<file path="config.mk">
export PLATFORM = sky130hd
export DESIGN_NAME = pe_d_result_collector
export DESIGN_NICKNAME = d
export VERILOG_FILES = /design/src/rtl/pe_d_result_collector.sv
export SDC_FILE = /design/constraint.sdc
export NUM_CORES = 2
export LEC_CHECK = 0
export ABC_AREA = 1
export BUFFER_PORTS_ARGS = -buffer_cell sky130_fd_sc_hd__buf_2
export CAP_MARGIN = 20
export CORE_UTILIZATION = 32
export CTS_CLUSTER_SIZE = 10
export DETAILED_ROUTE_END_ITERATION = 8
export GPL_ROUTABILITY_DRIVEN = 1
export PLACE_DENSITY = 0.43
export SYNTH_ARGS = -nofsm -noshare
export SYNTH_HDL_FRONTEND = slang
export SYNTH_SLANG_ARGS = --single-unit
</file>
<file path="constraint.sdc">
create_clock -name clk -period 9.3 [get_ports clk]
set_input_delay 2.79 -clock clk [delete_from_list [all_inputs] [get_ports clk]]
set_output_delay 2.79 -clock clk [all_outputs]
set_load 0.05 [all_outputs]
</file>
<file path="src/rtl/pe_d_result_collector.sv">
// rtl/pe_d_result_collector.sv - captures div/sqrt PE results into a FIFO and re-emits them as a framed stream
// Credit counter throttles PE issue so no in-flight result can ever find the FIFO full.
module pe_d_result_collector #(
  parameter int DWIDTH  = 64,
  parameter int DEPTH   = 64,
  parameter int PKT_LEN = 16
) (
  input  logic                         clk,
  input  logic                         rst,
  input  logic                         issue_valid,
  output logic                         issue_ready,
  input  logic [DWIDTH-1:0]            res_data,
  input  logic                         res_valid,
  output logic [DWIDTH-1:0]            m_axis_tdata,
  output logic                         m_axis_tvalid,
  input  logic                         m_axis_tready,
  output logic                         m_axis_tlast,
  output logic [$clog2(DEPTH+1)-1:0]   occupancy,
  output logic [$clog2(DEPTH+1)-1:0]   inflight,
  output logic                         err_overflow,
  output logic                         err_unexpected
);

  localparam int AW = $clog2(DEPTH);
  localparam int OW = $clog2(DEPTH + 1);
  localparam int CW = (PKT_LEN > 1) ? $clog2(PKT_LEN) : 1;
  localparam logic [OW-1:0] DEPTH_OW  = OW'(DEPTH);
  localparam logic [CW-1:0] LAST_BEAT = CW'(PKT_LEN - 1);

  logic [DWIDTH-1:0] mem [DEPTH];
  logic [AW-1:0]     wr_ptr;
  logic [AW-1:0]     rd_ptr;
  logic [CW-1:0]     beat_cnt;
  logic [OW-1:0]     mem_count;
  logic              pop;
  logic              push;
  logic              full;
  logic              mem_empty;
  logic              load_slot;
  logic              load_mem;
  logic              load_direct;
  logic              mem_wr;
  logic              issue_fire;

  // occupancy counts the output register too, so the memory holds the remainder
  always_comb begin
    mem_count   = occupancy - OW'(m_axis_tvalid);
    mem_empty   = (mem_count == '0);
    full        = (occupancy == DEPTH_OW);
    pop         = m_axis_tvalid & m_axis_tready;
    push        = res_valid & (~full | pop);
    load_slot   = ~m_axis_tvalid | pop;
    load_mem    = load_slot & ~mem_empty;
    load_direct = load_slot & mem_empty & push;
    mem_wr      = push & ~load_direct;
    issue_ready = rst & (({1'b0, occupancy} + {1'b0, inflight}) < {1'b0, DEPTH_OW});
    issue_fire  = issue_valid & issue_ready;
  end

  assign m_axis_tlast = m_axis_tvalid & (beat_cnt == LAST_BEAT);

  always_ff @(posedge clk) begin
    if (rst && mem_wr) mem[wr_ptr] <= res_data;
  end

  always_ff @(posedge clk) begin
    if (!rst) begin
      wr_ptr         <= '0;
      rd_ptr         <= '0;
      beat_cnt       <= '0;
      occupancy      <= '0;
      inflight       <= '0;
      m_axis_tdata   <= '0;
      m_axis_tvalid  <= 1'b0;
      err_overflow   <= 1'b0;
      err_unexpected <= 1'b0;
    end else begin
      if (mem_wr) wr_ptr <= wr_ptr + 1'b1;

      // an empty FIFO loads the output register straight from the PE, giving one-cycle latency
      if (load_mem) begin
        m_axis_tdata  <= mem[rd_ptr];
        m_axis_tvalid <= 1'b1;
        rd_ptr        <= rd_ptr + 1'b1;
      end else if (load_direct) begin
        m_axis_tdata  <= res_data;
        m_axis_tvalid <= 1'b1;
      end else if (load_slot) begin
        m_axis_tvalid <= 1'b0;
      end

      occupancy <= occupancy + OW'(push) - OW'(pop);

      if (pop) beat_cnt <= (beat_cnt == LAST_BEAT) ? '0 : beat_cnt + 1'b1;

      if (issue_fire && !res_valid) begin
        inflight <= inflight + 1'b1;
      end else if (!issue_fire && res_valid && inflight != '0) begin
        inflight <= inflight - 1'b1;
      end

      if (res_valid && inflight == '0) err_unexpected <= 1'b1;
      if (res_valid && full && !pop)   err_overflow   <= 1'b1;
    end
  end

endmodule

</file>
# ---- Word-level counts from Yosys, hierarchy flattened
# Memories as Yosys holds them, arrays and structs flattened. A register that Yosys moved wholly into a read port is not among the register bits.
# Cells that the tools add are included.
dict set report totals {
  output_inout_bits 83
  elab_cells 65
  ram_bits 4096
  in_bits 69
  mem_count 1
  reg_bits 97
}
# memory words width rd rd_ports_with_merged_regs write_ports line
set mem_list {}
lappend mem_list {mem 64 64 1 1 1 30} ;# logic [DWIDTH-1:0] mem [DEPTH];
dict set report op_classes {
  reduce_logical 16
  addsub 9
  magnitude_cmp 1
  muxes 12
  bitwise_logic 15
  n_eq_ne 2
}
# cell n
set ops {}
lappend ops {{64-bit two-way mux} 2}
lappend ops {{7-bit logical NOT} 2}
lappend ops {{7-bit two-way mux} 2}
lappend ops {{7-bit by 1-bit subtractor with 7-bit output} 2}
lappend ops {{6-bit by 1-bit adder with 6-bit output (second input constant)} 2}
lappend ops {{6-bit two-way mux} 2}
lappend ops {{1-bit AND} 9}
lappend ops {{7-bit by 7-bit adder with 8-bit output} 1}
lappend ops {{8-bit by 7-bit less-than comparator with 1-bit output (second input constant)} 1}
lappend ops {{7-bit by 1-bit adder with 7-bit output} 1}
lappend ops {{7-bit by 1-bit adder with 7-bit output (second input constant)} 1}
lappend ops {{7-bit == test (second input constant)} 1}
lappend ops {{1-bit logical AND} 7}
lappend ops {{7-bit nonzero test} 1}
lappend ops {{7-bit by 1-bit subtractor with 7-bit output (second input constant)} 1}
lappend ops {{1-bit two-way mux} 5}
lappend ops {{4-bit by 1-bit adder with 4-bit output (second input constant)} 1}
lappend ops {{4-bit == test (second input constant)} 1}
lappend ops {{4-bit two-way mux} 1}
lappend ops {{1-bit NOT} 4}
lappend ops {{2-bit nonzero test} 2}
lappend ops {{1-bit logical NOT} 3}
lappend ops {{3-bit nonzero test} 1}
lappend ops {{1-bit bitwise OR} 2}

# ---- Depth between registers and ports, before layout
dict set report depth {
  ltp_word 10
  mapped_depth 20
}

# ---- Worst setup path after synthesis
# Ideal clock, no wire load.
dict set report synth_path {
  path_kind {input to register}
  startpoint {input m_axis_tready}
  endpoint {memory mem[28][0], enable pin}
  t_required_ns 8.735
  arrival_time_ns 7.980
  path_slack_ns 0.755
  n_path_buf 1
  stages 9
  cell_sequence {nand2_1 > nand3_1 > nand2_1 > inv_1 > nand2_1 > inv_2 > nand2_1 > buf_2 > nor3_1}
}
dict set report synth_via {
  elab_chain_len 9
}
# item line
set synth_rtl {}
lappend synth_rtl {{start: declaration} 16} ;# input logic m_axis_tready,
lappend synth_rtl {{1-bit AND (*)} 50} ;# pop = m_axis_tvalid & m_axis_tready;
lappend synth_rtl {{1-bit bitwise OR, on equally long branches} {52, 51}}
lappend synth_rtl {{1-bit AND, on equally long branches} {54, 51}}
lappend synth_rtl {{1-bit AND} 54} ;# load_direct = load_slot & mem_empty & push;
lappend synth_rtl {{1-bit NOT} 55} ;# mem_wr = push & ~load_direct;
lappend synth_rtl {{1-bit AND (*)} 55}
lappend synth_rtl {{1-bit logical AND (*)} 63} ;# if (rst && mem_wr) mem[wr_ptr] <= res_data;
lappend synth_rtl {{1-bit two-way mux (*)} 63}
lappend synth_rtl {{1-bit two-way mux (implied by the code) (*)} 63}
lappend synth_rtl {{end: declaration} 30}
# Every way passes the cells marked *; elsewhere a longest branch is shown, timed or not.

# ---- Worst setup path in the final report
dict set report layout_path {
  startpoint {input rst}
  endpoint {output issue_ready}
}
dict set report layout_via {
  elab_chain_len 1
}
# item line
set layout_rtl {}
lappend layout_rtl {{start: declaration} 9} ;# input logic rst,
lappend layout_rtl {{1-bit AND} 56} ;# issue_ready = rst & (({1'b0, occupancy} + {1'b0, inflight}) < {1'b0, DEPTH_OW});
lappend layout_rtl {{end: declaration} 11} ;# output logic issue_ready,
# Every way passes these cells.

==> results.md <==
* Cell count after placement at 20,330
* Cell leakage power at 65.06 nW
* TritonCTS clock tree: done
* Crit. End Element: output pin
* Yosys reg bits at 4,199
* Die height at 728.4 um
* Later-pin clock latency in the skew report at 1.05 ns
* Most frequent cells in the layout: edfxtp_1 (4,096), nand2_1 (4,033), nand3_1 (3,991), clkbuf_16 (483), buf_4 (250)
* I/O Pins at 152
* Area growth from synthesis to layout at 12.94%
* CTS resizes at 0
* Worst EP arrival at 4.02 ns
* Gr ovfl total at 0
* ANT nets after route at 0
* WL met3 at 36.00 mm
* Final Cycle Share at 73.22%
* Wl on met1 at 276.3 mm
* Max-slew headroom at 16.15%
* Mean number of vias per cell at 5.245
* Worst-path clk slew at 0.06 ns
* Synth warnings at 0
* CP Data Required Time at 6.51 ns
* DP HPWL at 304.6 mm
* Fmax at 0.1469 GHz
* Cell count after synthesis at 13,840
* Dominant cells by area after synthesis: edfxtp_1 (73%), nand3_1 (12%), nand2_1 (9.0%)
* Drc violations at 0
* Post-synth cell types at 32
* Critical path peak fanout at 3
* Die area at 530,600 um^2
* DR vias at 110,800
* Top layer in use: met5
* Total Nets Final at 13,950
* Most common cell after layout, fill and taps aside: edfxtp_1
* Die width at 728.4 um
* Drt wl/cell at 28.59 um
* Setup TNS at 0 ns
* CTS max path bufs at 4
* RSZ-0062 raised after global routing: false
* CTS root buffer: clkbuf_16
* Initial antenna violation count at 50
* Vias in the first global route at 105,200
* Final Max Slew Viols at 0
* Cell Count, Final, Fillers Out at 21,130
* Inserted Clock Buffers at 482
* Min Hold Slack at 0.4656 ns
* Skew final at 0.08802 ns
* Cts hold-fix bufs at 0
* Synth async-reset ratio at 0%
* Fraction of layout cells with a size suffix above 1 at 7.646%
* Worst slew pin tran at 1.255 ns
* Number of max-cap violations at 0
* Post-synth net total at 13,940
* Seq/Total Area, Yosys at 74.06%
* Post-synthesis cell area at 168,900 um^2
* Final Hold Viols at 0
* Critical Setup Path Class: primary input to output pin
* VDD IR max at 0.0001729 V
* DRT iter0 DRCs at 11,720
* Largest net degree at the start of global routing at 169
* GRT Util Overall at 22.12%
* Std-Cell Rows at 266
* Area leader, netlist: edfxtp_1
* Routed WL at 603.9 mm
* DR WL met2 at 275.9 mm
* Final total power at 48.89 mW
* Crit start category: primary input
* H-tree levels at 5
* Initial Utilization at 32.15%
* Port bufs at 151
* Pwr Density at 256.4 nW/um^2
* # setup viols final at 0
* Synth top area share at 72.84%
* First-pass GRT wire length at 845.2 mm
* Status: complete, no violations
* Core Box Area at 525,200 um^2
* Post-synth EDFFs at 4,096
* Ys flop type: edfxtp_1
* CTS Sinks at 4,199
* Postcts setup bufs at 0
* Worst R2R Setup Slack at 4.33 ns
* Gp weighted congestion at 0.7562
* 1st-pass router iterations at 6
* Minimum clock period at 6.810 ns
* Syn Area/Cell at 12.20 um^2
* HP Class: register to register
-- cells by family (layout without fill, tap and decap cells) --
group / count (synthesis) / in the layout / synth area share [%]
and+or+nand+nor: 8153 / 8153 / 21.13
buffers and inverters: 1071 / 1381 / 3.394
adders and majority gates: 28 / 28 / 0.2164
xor gates and xnor gates: 14 / 14 / 0.07262
other: 0 / 5 / 0
DFF: 4199 / 4199 / 74.06
AOI/OAI and AO/OA: 377 / 377 / 1.123
-- stage by stage --
step,util [%],setup WS [ns],cell area (um^2)
after floorplan,-,0.7553,168900
after global placement,33.65,2.170,176700
after detailed placement,33.66,2.212,176800
after CTS,36.30,2.449,190600
after global routing,36.31,2.355,190700
final,36.31,2.490,190700
-- per-layer routing --
metal  vias up  track usage, %
li1      49600               -
met1     56760           32.51
met5         -               0
met3       790           2.623
met2      3635           34.88
met4        20           5.387
-- worst paths after layout --
kind | to | cells past startpoint | startpoint
min reg2reg | err_overflow | 2 | err_overflow
max | issue_ready | 8 | rst
max reg2reg | mem[1][35] | 12 | occupancy[2]
min | err_overflow | 2 | err_overflow
-- area by class of cell --
class | count | area, um^2
antenna | 5 | 12.51
clock buffer | 729 | 13180
clock inverter | 59 | 676.9
fill | 51310 | 334500
inverter | 135 | 564.3
multi-input combinational | 8572 | 38530
sequential | 4199 | 125100
tap | 6968 | 8718
timing repair buffer | 458 | 3936
-- worst max-delay path, cell delays in order --
cell and delay (ns):
buf_6 0.22, nand2_1 0.11, nor2_1 0.13, nand2_1 0.06
a21oi_1 0.21, nand3_1 0.14, inv_1 0.07, buf_2 0.25
-- power breakdown --
| group | leakage [nW] | total [mW] | internal, mW | switching (mW) |
|---|---|---|---|---|
| Combinational | 20.7 | 10.2 | 2.58 | 7.62 |
| Clock | 6.65 | 17.4 | 9.70 | 7.65 |
| Sequential | 37.7 | 21.3 | 21.0 | 0.360 |
-- state kept, by name (all words and copies together), names as in the netlist, named ones only --
signal          flops
beat_cnt            4
err_overflow        1
err_unexpected      1
inflight            7
m_axis_tdata       64
m_axis_tvalid       1
mem              4096
occupancy           7
rd_ptr              6
wr_ptr              6
-- cell usage after synthesis (4+ instances only) --
cell / count
edfxtp_1: 4096
nand2_1: 4034
nand3_1: 3991
buf_2: 417
a21oi_1: 222
clkbuf_1: 214
o21ai_0: 136
inv_1: 126
buf_6: 110
buf_1: 105
dfxtp_1: 103
nor2_1: 88
buf_4: 86
nor3_1: 28
ha_1: 26
o21ai_1: 15
xor2_1: 9
inv_2: 7
xnor2_1: 5
clkbuf_8: 4
nand4_1: 4
(Power assumes the default switching activity.)
